[src/rtl/fpu_rnd_pkg.sv]
// Shared constants and pipeline payload types for the FPU significand rounding path.
package fpu_rnd_pkg;

  localparam logic [1:0] RM_RU  = 2'b00;
  localparam logic [1:0] RM_RD  = 2'b01;
  localparam logic [1:0] RM_RZ  = 2'b10;
  localparam logic [1:0] RM_RNE = 2'b11;

  localparam int unsigned EMAX_DBL = 2047;
  localparam int unsigned EMAX_SGL = 255;
  localparam int unsigned SGL_LSB  = 31;

  typedef struct packed {
    logic        s;
    logic [12:0] e2;
    logic [1:0]  rm;
    logic        db;
    logic        inx;
    logic        carry;
    logic [52:0] sum;
  } st1_t;

  typedef struct packed {
    logic        s;
    logic [10:0] e3;
    logic [52:0] f3;
    logic [1:0]  rm;
    logic        db;
    logic        ovf;
    logic        inx;
  } st2_t;

endpackage

[src/rtl/rnd_decide.sv]
// Round-position bit extraction and increment decision for single/double significands.
module rnd_decide
  import fpu_rnd_pkg::*;
(
  input  logic        i_s,
  input  logic [1:0]  i_rm,
  input  logic        i_db,
  input  logic [54:0] i_f2,
  output logic        o_guard,
  output logic        o_sticky,
  output logic        o_inc
);

  logic w_lsb;

  always_comb begin
    if (i_db) begin
      w_lsb    = i_f2[2];
      o_guard  = i_f2[1];
      o_sticky = i_f2[0];
    end else begin
      w_lsb    = i_f2[SGL_LSB];
      o_guard  = i_f2[SGL_LSB-1];
      o_sticky = |i_f2[SGL_LSB-2:0];
    end
  end

  always_comb begin
    o_inc = 1'b0;
    unique case (i_rm)
      RM_RNE:  o_inc = o_guard & (w_lsb | o_sticky);
      RM_RZ:   o_inc = 1'b0;
      RM_RU:   o_inc = ~i_s & (o_guard | o_sticky);
      RM_RD:   o_inc = i_s & (o_guard | o_sticky);
      default: o_inc = 1'b0;
    endcase
  end

endmodule

[src/rtl/sigrnd_pipe.sv]
// Two-stage significand rounder: stage 1 adds the increment, stage 2 post-normalizes
// and flags overflow; valid/ready handshake with no bubbles on simultaneous drain/fill.
module sigrnd_pipe
  import fpu_rnd_pkg::*;
(
  input  logic        clk,
  input  logic        rst_n,
  input  logic        in_valid,
  output logic        in_ready,
  input  logic        s,
  input  logic [12:0] e2,
  input  logic [54:0] f2,
  input  logic [1:0]  RM_in,
  input  logic        db_in,
  output logic        out_valid,
  input  logic        out_ready,
  output logic        s_out,
  output logic [10:0] e3,
  output logic [52:0] f3,
  output logic [1:0]  RM,
  output logic        db,
  output logic        OVF,
  output logic        INX
);

  logic        r_v1, r_v2;
  st1_t        r_s1;
  st2_t        r_s2;

  logic        w_r1, w_r2;
  logic        w_guard, w_sticky, w_inc;
  logic [52:0] w_kept;
  logic [53:0] w_inc_vec;
  logic [53:0] w_sum;
  st1_t        w_s1_d;
  logic [12:0] w_e;
  st2_t        w_s2_d;

  assign w_r2     = ~r_v2 | out_ready;
  assign w_r1     = ~r_v1 | w_r2;
  assign in_ready = w_r1;

  rnd_decide u_rnd_decide (
    .i_s      (s),
    .i_rm     (RM_in),
    .i_db     (db_in),
    .i_f2     (f2),
    .o_guard  (w_guard),
    .o_sticky (w_sticky),
    .o_inc    (w_inc)
  );

  // Single keeps 24 bits; the lower 29 are zeroed so the add lands at f2[31].
  assign w_kept    = db_in ? f2[54:2] : {f2[54:31], 29'b0};
  assign w_inc_vec = db_in ? 54'd1 : (54'd1 << (SGL_LSB - 2));
  assign w_sum     = {1'b0, w_kept} + (w_inc ? w_inc_vec : 54'd0);

  always_comb begin
    w_s1_d       = '0;
    w_s1_d.s     = s;
    w_s1_d.e2    = e2;
    w_s1_d.rm    = RM_in;
    w_s1_d.db    = db_in;
    w_s1_d.inx   = w_guard | w_sticky;
    w_s1_d.carry = w_sum[53];
    w_s1_d.sum   = w_sum[52:0];
  end

  // Carry-out means the sum is exactly 10.000..0, so the shifted significand is 1.000..0.
  assign w_e = r_s1.e2 + {12'b0, r_s1.carry};

  always_comb begin
    w_s2_d     = '0;
    w_s2_d.s   = r_s1.s;
    w_s2_d.rm  = r_s1.rm;
    w_s2_d.db  = r_s1.db;
    w_s2_d.inx = r_s1.inx;
    w_s2_d.f3  = r_s1.carry ? {1'b1, r_s1.sum[52:1]} : r_s1.sum;
    if (r_s1.db) begin
      w_s2_d.e3  = w_e[10:0];
      w_s2_d.ovf = ~w_e[12] & (w_e >= 13'(EMAX_DBL));
    end else begin
      w_s2_d.e3  = {3'b0, w_e[7:0]};
      w_s2_d.ovf = ~w_e[12] & (w_e >= 13'(EMAX_SGL));
    end
  end

  always_ff @(posedge clk or negedge rst_n) begin
    if (!rst_n) begin
      r_v1 <= 1'b0;
      r_s1 <= '0;
    end else begin
      if (w_r1) r_v1 <= in_valid;
      if (in_valid && w_r1) r_s1 <= w_s1_d;
    end
  end

  always_ff @(posedge clk or negedge rst_n) begin
    if (!rst_n) begin
      r_v2 <= 1'b0;
      r_s2 <= '0;
    end else begin
      if (w_r2) r_v2 <= r_v1;
      if (r_v1 && w_r2) r_s2 <= w_s2_d;
    end
  end

  assign out_valid = r_v2;
  assign s_out     = r_s2.s;
  assign e3        = r_s2.e3;
  assign f3        = r_s2.f3;
  assign RM        = r_s2.rm;
  assign db        = r_s2.db;
  assign OVF       = r_s2.ovf;
  assign INX       = r_s2.inx;

endmodule

[config.mk]
export PLATFORM = sky130hd
export DESIGN_NAME = sigrnd_pipe
export DESIGN_NICKNAME = d
export VERILOG_FILES = /design/src/rtl/fpu_rnd_pkg.sv /design/src/rtl/rnd_decide.sv /design/src/rtl/sigrnd_pipe.sv
export SDC_FILE = /design/constraint.sdc
export NUM_CORES = 1
export LEC_CHECK = 0
export ABC_AREA = 1
export BUFFER_PORTS_ARGS = -buffer_cell sky130_fd_sc_hd__buf_2
export CORE_MARGIN = 2
export CORE_UTILIZATION = 57
export CTS_BUF_LIST = sky130_fd_sc_hd__clkbuf_4 sky130_fd_sc_hd__clkbuf_8 sky130_fd_sc_hd__clkbuf_16
export DETAILED_ROUTE_END_ITERATION = 16
export GPL_TIMING_DRIVEN = 0
export HOLD_SLACK_MARGIN = 0.06
export MAX_ROUTING_LAYER = met4
export PLACE_DENSITY = 0.81
export SLEW_MARGIN = 0
export SYNTH_ARGS = -nofsm -noshare
export SYNTH_HDL_FRONTEND = slang
export SYNTH_HIERARCHICAL = 1
export SYNTH_SLANG_ARGS = --single-unit
[constraint.sdc]
create_clock -name clk -period 2.3 [get_ports clk]
set_input_delay 0.575 -clock clk [delete_from_list [all_inputs] [get_ports clk]]
set_output_delay 0.575 -clock clk [all_outputs]
set_load 0.05 [all_outputs]
==> results.yml <==
run_status:
  status: "finished with violations"
  violations: "setup timing"
timing:
  holdWs_ns: 0.1308
  worst_pin_slew_ns: 0.6730
  finalSetupViolCount: 27
  maxSlewHeadroom_pct: 55.13
  fin_crit_ns: 2.502
  max_freq_ghz: 0.3997
  final_hold_viol_count: 0
  skew_ns: 0.006926
  finalCritPeriodShare_pct: 108.8
  maxSlewViolCount: 0
  setup-tns-final_ns: -2.954
  rsz0062_at_grt: "yes"
  setup_slack_ns: -0.2022
power_and_ir_drop:
  p_clk_share_pct: 31.0
  seq_power_share_pct: 35.4
  power.density_mw_per_mm2: 887.2
  p_sw_mw: 3.959
  p_leak_nw: 5.450
  p_int_mw: 5.855
  worst_ir_drop_vdd_v: 0.0005913
  power_frac_comb_pct: 33.6
  swShare_pct: 40.34
  finalPower_mw: 9.814
placement:
  place.gp.congestion: 0.9877
  place_ws_ns: -0.7914
  post-dp-hpwl_mm: 19.63
  io_buffers: 147
floorplanning:
  core.rowCount: 44
  initial_utilization_pct: 58.12
  pin_count: 148
  die_x_um: 125.3
  core_sq_mm: 0.01442
  die_h_um: 125.3
  dieArea_sq_mm: 0.01569
synth:
  synth_fp_nets: 1312
  async_reset_ff_share_pct: 100.0
  yosys.cell_types.count: 34
  yosysSeqAreaShare_pct: 42.99
  synth_xor_area_share_pct: 3.030
  synth.most_common_cell: "nand2_1"
  syn_area_sq_mm: 0.008383
  synthAdderAreaFrac_pct: 0.7463
  syn_avg_cell_area_sq_um: 6.810
  ys_ff_latch: 144
  synth_top_family_by_area: "simple AND/OR/NAND/NOR gates"
  synthSimpleGateAreaFrac_pct: 38.00
  synth.mux.area_fraction_pct: 0.1194
  synth-edff-count: 0
  synth_cells: 1231
  synth.area.top_cells: "dfrtp_1, nand2_1, nor2_1"
  synth_commonest_cells: "nand2_1, nor2_1, dfrtp_1, inv_1, nand3_1"
  ys.flop_type: "dfrtp_1"
  ys_warn_count: 6
  synth_compound_area_share_pct: 7.866
  synth_largest_area_cell: "dfrtp_1"
  synth_top_area_share_pct: 42.99
layout:
  area_growth_pct: 31.96
  fin_nets: 1507
  final_util_pct: 76.69
  drive_gt1_share_pct: 24.60
  n_antenna_cell: 0
cts:
  cts_buffers: 17
  clk_pin_slew_worst_paths_ns: 0.06
  clockBufferDepth: 2
  cts.sinks: 144
  cts_root_buffer: "clkbuf_16"
  hold_buffers: 0
  insertion_delay_ns: 0.43
  htreeDepth: 4
  tritoncts: "done"
routing:
  totalWireLength_mm: 26.75
  drc_errors: 0
  viasPerCell: 5.487
  vias: 8906
  drt_iter0_markers: 937
  first_pass_iters: 5
  wl_per_cell_um: 16.48
  detail-route-antenna-nets: 0
critical_path:
  crit_slowest_cell: "ha_4"
  crit_path_end_kind: "register"
  start_kind: "input pin"
  cp_max_fo: 4
  cp_cell_sequence: "buf_8, nor2_4, nand2_1, nor2_2, nand2_1, o21ai_4, nand2_1, nand2_1, nand2_2, inv_2, nor2_2, ha_4, nand2_4, nor2_4, buf_4, nand2_2, nor2_1, nand3b_1, nand2_1, nand4_1, nand2_1"
  critPathKind: "in -> reg"
  critPathMostFrequentCell: "nand2_1"
  path_delay_family: "simple AND/OR/NAND/NOR gates"
  timing.critical_path.buf_inv: 3
  cp.arrival_ns: 2.86
  critPathMaxStageDelay_ns: 0.30
  required_ns: 2.66
grt:
  first_global_vias: 8162
  grtUsageTotal_pct: 34.17
  grt_pass1_wl_mm: 41.21
  grt-ovfl-total: 0
  antenna_found_initial: 0
  grt_max_degree: 84
flow_run:
  cap_violations: 0
hold_path:
  hold_path_class: "in -> async"
-- flip-flops by register name (all words and copies together) (netlist names) --
signal     count
r_s1          72
out_valid      1
f3            53
db             1
e3            11
s_out          1
r_v1           1
INX            1
OVF            1
RM             2
-- cell type report --
class	instances	area (sq um)
Multi-Input combinational cell	932	4780
Sequential cell	144	3603
Fill cell	1086	3362
Timing Repair Buffer	176	1166
Clock buffer	17	425.4
Inverter	109	414.1
Clock inverter	15	231.5
Tap cell	184	230.2
Buffer	46	211.5
-- cell usage in the layout, fill, tap and decap left out, types with 6 or more instances in the layout --
cell type,n
o21ai_0,33
buf_4,32
clkbuf_16,17
nor2_2,17
nor3_2,6
o21ai_1,15
xor2_1,21
nand3_2,16
nor2_1,137
a31oi_1,58
inv_2,10
buf_2,123
nand2_2,30
nor2_4,29
inv_1,97
nand4_1,8
dfrtp_1,144
a21oi_1,6
nand2_4,9
nand3_1,56
nand3b_1,8
buf_8,7
clkbuf_1,35
nand2_1,449
buf_6,20
-- logic make-up (layout without fill, tap and decap cells) --
logic type      after synthesis  in the layout
mux                           1              1
simple gates                781            781
fa+ha+maj                     5              5
buf+inv                     155            363
compound gates              116            116
flops                       144            144
xor+xnor                     29             29
-- power groups by stage --
stage | Combinational (mW) | Sequential [mW] | Clock, mW
final | 3.30 | 3.47 | 3.04
after global routing | 3.51 | 3.53 | 3.19
after CTS | 3.21 | 3.46 | 3.07
after detailed placement | 3.15 | 3.50 | 0
after global placement | 3.11 | 3.48 | 0
after floorplan | 0.906 | 4.81 | 0
-- metal layers --
| layer | wire length [um] | vias to the layer above | track usage [%] |
|---|---|---|---|
| li1 | - | 4275 | - |
| met1 | 11710 | 4174 | 47.60 |
| met2 | 12450 | 392 | 53.16 |
| met3 | 1903 | 65 | 5.306 |
| met4 | 683 | 0 | 8.366 |
| met5 | 0 | - | - |
-- path summary, 6_finish.rpt --
kind,cells past startpoint,from,slack (ns),to
min,1,rst_n,0.13,r_s1[11]
min in group clk,3,e2[1],0.35,r_s1[59]
max,21,f2[10],-0.20,r_s1[53]
min reg2reg,2,OVF,0.47,OVF
max in group asynchronous,2,rst_n,1.38,e3[1]
max reg2reg,7,out_valid,0.12,r_s1[46]
-- through the flow --
step                      instance area (sq um)  cells
after floorplan                            8454   1231
after global placement                     9420   1562
after detailed placement                   9454   1563
after CTS                                 10410   1604
after global routing                      11060   1623
final                                     11060   1623
-- timing repair --
item                       4_1_cts  5_1_grt
setup buffers                    9       19
pin swaps                       49       76
resized for setup               64      150
setup endpoints to repair       47       50
(Power assumes the default switching activity.)
